$ cat config.mk
export PLATFORM = sky130hd
export DESIGN_NAME = register_file_wb
export DESIGN_NICKNAME = d
export VERILOG_FILES = /design/src/rtl/register_file_wb.sv
export SDC_FILE = /design/constraint.sdc
export NUM_CORES = 2
export LEC_CHECK = 0
export BUFFER_PORTS_ARGS = -buffer_cell sky130_fd_sc_hd__buf_2
export CAP_MARGIN = 20
export CORE_ASPECT_RATIO = 1.2
export CORE_MARGIN = 2
export CORE_UTILIZATION = 50
export DETAILED_ROUTE_END_ITERATION = 8
export PLACE_DENSITY = 0.69
export SLEW_MARGIN = 20
export SYNTH_ARGS = -nofsm -noshare
export SYNTH_HDL_FRONTEND = slang
export SYNTH_SLANG_ARGS = --single-unit
$ cat constraint.sdc
create_clock -name clk -period 77.6 [get_ports clk]
set_input_delay 3.88 -clock clk [delete_from_list [all_inputs] [get_ports clk]]
set_output_delay 3.88 -clock clk [all_outputs]
set_load 0.005 [all_outputs]
$ cat src/rtl/register_file_wb.sv
// RV32I integer register file on the writeback interface: commits on the rising edge and serves two zero-latency decode reads with optional same-cycle bypass.
// No backpressure: a write is accepted on every edge it is presented. Also carries debug read, commit counter and last-commit capture.
module register_file_wb #(
    parameter int XLEN   = 32,
    parameter int NREG   = 32,
    parameter int AW     = 5,
    parameter int BYPASS = 1
) (
    input  logic            clk,
    input  logic            rst,
    input  logic            RegWriteW,
    input  logic [AW-1:0]   RD_W,
    input  logic [XLEN-1:0] ResultW,
    input  logic [AW-1:0]   A1,
    input  logic [AW-1:0]   A2,
    output logic [XLEN-1:0] RD1,
    output logic [XLEN-1:0] RD2,
    input  logic [AW-1:0]   dbg_addr,
    output logic [XLEN-1:0] dbg_data,
    output logic [31:0]     wb_count,
    output logic [AW-1:0]   last_rd,
    output logic [XLEN-1:0] last_data
);

    logic [XLEN-1:0] r_regs [NREG];
    logic [31:0]     r_wb_count;
    logic [AW-1:0]   r_last_rd;
    logic [XLEN-1:0] r_last_data;

    logic w_commit;
    logic w_byp1;
    logic w_byp2;

    // Writes to x0 are dropped entirely, so bookkeeping only tracks real commits.
    assign w_commit = RegWriteW && (RD_W != '0);

    always_ff @(posedge clk or posedge rst) begin
        if (rst) begin
            for (int i = 0; i < NREG; i++) begin
                r_regs[i] <= '0;
            end
            r_wb_count  <= '0;
            r_last_rd   <= '0;
            r_last_data <= '0;
        end else if (w_commit) begin
            r_regs[RD_W] <= ResultW;
            r_wb_count   <= r_wb_count + 32'd1;
            r_last_rd    <= RD_W;
            r_last_data  <= ResultW;
        end
    end

    assign w_byp1 = (BYPASS != 0) && RegWriteW && (RD_W == A1);
    assign w_byp2 = (BYPASS != 0) && RegWriteW && (RD_W == A2);

    always_comb begin
        RD1 = r_regs[A1];
        if (A1 == '0) begin
            RD1 = '0;
        end else if (w_byp1) begin
            RD1 = ResultW;
        end
    end

    always_comb begin
        RD2 = r_regs[A2];
        if (A2 == '0) begin
            RD2 = '0;
        end else if (w_byp2) begin
            RD2 = ResultW;
        end
    end

    // Debug port shows committed state only.
    always_comb begin
        dbg_data = r_regs[dbg_addr];
        if (dbg_addr == '0) begin
            dbg_data = '0;
        end
    end

    assign wb_count  = r_wb_count;
    assign last_rd   = r_last_rd;
    assign last_data = r_last_data;

endmodule

==> summary.md <==
| Metric | Value |
|---|---|
| Status | `finished clean` |
| Layout Nets | `~4400` |
| CP arrival | `roughly 8 ns` |
| Clock Sinks | `approximately 1100` |
| RSZ-0062 raised after global routing | `no` |
| Placed Area | `between 60000 and 70000 sq um` |
| Setup ws final | `roughly 66 ns` |
| Min cycle time layout | `around 12 ns` |
| DR vias/cell | `approximately 7.4` |
| Placer Congestion | `0.879` |
| Register area | `between 20000 and 30000 sq um` |
| Synth cell count leaders | `dfrtp_1, mux2_2, mux4_2, clkbuf_1, nand2_1` |
| Gates resized, CTS repair | `0` |
| Area delta synth->final | `9.35%` |
| R2R Path End | `wb_count[31]` |
| Area contributors post-synth | `dfrtp_1, mux4_2, mux2_2, mux2i_1, clkbuf_1` |
| # fillers | `approximately 10000` |
| EDFF count, synth | `0` |
| Clock Skew | `around 0.008 ns` |
| Flop2flop setup slack | `approximately 75 ns` |
| Worst setup SP type | `input port` |
| Root Buffer | `clkbuf_16` |
| H-tree depth | `3` |
| Hold Startpoint | `r_regs[995]` |
| Most common cell in the netlist | `dfrtp_1` |
| Postcts setup bufs | `0` |
| Hold Path End | `r_regs[995]` |
| Clock tree buffer depth | `3` |
| Placeable Area | `130000 sq um` |
| Final Util | `55.2%` |
| Synthesis-stage register bit count | `1093` |
| Total Power | `around 1.8 mW` |
| Synth async-reset ratio | `100%` |
| Final Setup Violations | `0` |
| Number of cells on the worst hold path | `0` |
| Die W | `335 microns` |
| CP Capture Type | `primary output` |
| Hold slack | `between 0.4 and 0.5 ns` |
| Num ports | `220` |
| DRT Pass-1 Iters | `5` |
| GR Util All Layers | `between 30% and 40%` |
| Leakage Power | `30.6 nW` |
| Seq/Total Area, Yosys | `41.6%` |
| Slew Limit Fails | `0` |
| Mean Syn Cell Area | `around 15 sq um` |
| Vias | `~46000` |
| DRC viols | `0` |
| Leading area contributor after synthesis | `dfrtp_1` |
| Crit Path Max Fanout | `52` |
| Routed WL | `about 230000 microns` |
| R2R Path Start | `wb_count[2]` |
| Critical Path RT | `73.72 ns` |
| Period utilization | `15.5%` |
| Multi-input logic area | `~36000 sq um` |
| Worst reg-to-reg path cell count | `5` |
| Total CTS buffers | `approximately 120` |
| Top_reg_cell synth | `dfrtp_1` |
| Placed cell count | `approximately 6000` |
| Setup CP Type | `input port to primary output` |
| Vias in the first global route | `around 46000` |
| Post-DRT Antenna Nets | `0` |
| Largest net degree at the start of global routing | `approximately 120` |
| Final HPWL DP | `roughly 130000 microns` |
| Worst slack at placement | `about 65 ns` |
| Slew HR | `roughly 17%` |
| Number of port buffers | `219` |
| Worst-path clk slew | `about 0.06 ns` |
| Row count | `roughly 150` |
| Cell Pwr Density | `25.1 nW/um^2` |
| Hold Path Class | `flip-flop to flip-flop` |
| Max-cap violations | `0` |
| Initial antenna violation count | `11` |
| Overflow after GRT | `0` |
| Peak VDD IR | `0.0000189 V` |
| Die area | `between 100000 and 150000 sq um` |
| Routed len/inst | `37.4 microns` |
| Synth Warn # | `0` |
| Unique cell type count in the Yosys netlist | `a little over 60` |
| Syn Inst Count | `between 4000 and 5000` |
| Initial Util | `50.4%` |
| Worst skew pair latency | `0.76 ns` |
| Fin area | `slightly above 70000 sq um` |
| Final setup TNS | `0 ns` |
| Initial drt markers | `6401` |
| Final cell count without fillers | `6181` |
| Synth Cell Area | `around 66000 sq um` |
| CTS tree | `built` |
| Die height | `around 400 microns` |
| Worst-margin pin slew | `about 1.3 ns` |
| First-pass GRT wire length | `approximately 330000 microns` |
| Final hold violation count | `0` |
| Max Fclk | `about 83 MHz` |
| CTS Hold Buffers Added | `0` |
| Share of cells above drive strength 1 | `about 53%` |
| Mapped Nets | `roughly 4500` |
| Post-synth top area share | `between 40% and 50%` |
## critical path: stages
cell,delay [ns]
buf_6,0.51
buf_4,0.86
nor2_1,0.30
nand3b_1,0.83
buf_4,0.73
nand2_1,0.11
a32oi_1,0.56
buf_2,0.24
## layer usage
metal  routed length (microns)  track usage [%]  vias up
met5                       110                0        -
met3                     27600             10.4      718
li1                          -                -    17500
met4                     14900             20.6       12
met1                     84600             45.4    24300
met2                    104000             51.3     3183
## flip-flops by register name, summed over array words and instances, names as in the netlist
name / cells
last_data: 32
r_regs: 1024
wb_count: 32
last_rd: 5
## area by class of cell
class | count | area share (%)
multi-input cells | 2814 | 50.3
flip-flops and latches | 1093 | 38.1
clock buffers | 156 | 4.60
well taps | 1690 | 2.94
repair buffers | 325 | 2.86
clock inverters | 57 | 0.972
inverters | 40 | 0.219
diodes | 6 | 0.0209
## layout by cell type (no fill, tap or decap), types with 47 or more instances in the layout
| cell | count |
|---|---|
| a221oi_1 | 47 |
| a22oi_1 | 51 |
| buf_2 | 208 |
| buf_4 | 103 |
| clkbuf_16 | 115 |
| dfrtp_1 | 1093 |
| mux2_2 | 977 |
| mux2i_1 | 157 |
| mux4_2 | 796 |
| nand2_1 | 189 |
| nor2_1 | 64 |
| o21ai_0 | 94 |
| o22ai_1 | 79 |
## where the power goes
part           switching, mW  internal (mW)
Sequential             0.105          0.675
Clock                  0.254          0.339
Combinational          0.176          0.256
Total                  0.534           1.27
## how the worst max path moves through the flow
stage / startpoint / endpoint / slack (ns) / depth (start not counted)
final: A2[2] / RD2[11] / 65.60 / 8
after global routing: dbg_addr[0] / dbg_data[2] / 65.41 / 8
after CTS: dbg_addr[0] / dbg_data[26] / 65.55 / 8
after detailed placement: dbg_addr[0] / dbg_data[26] / 65.50 / 8
after global placement: dbg_addr[0] / dbg_data[26] / 65.56 / 8
after floorplan: rst / last_data[0] / 42.95 / 1
## kinds of logic (layout without fill, tap and decap cells)
logic type / after synthesis / in the layout / synth area share [%]
other: 0 / 6 / 0
buffers and inverters: 558 / 578 / 3.82
xor gates and xnor gates: 41 / 41 / 0.546
DFF: 1093 / 1093 / 41.6
muxes: 1959 / 1959 / 47.0
AOI/OAI and AO/OA: 390 / 390 / 4.09
adders and majority gates: 1 / 1 / 0.0190
and+or+nand+nor: 423 / 423 / 2.95
No activity file was read; power rests on OpenSTA's default activity.
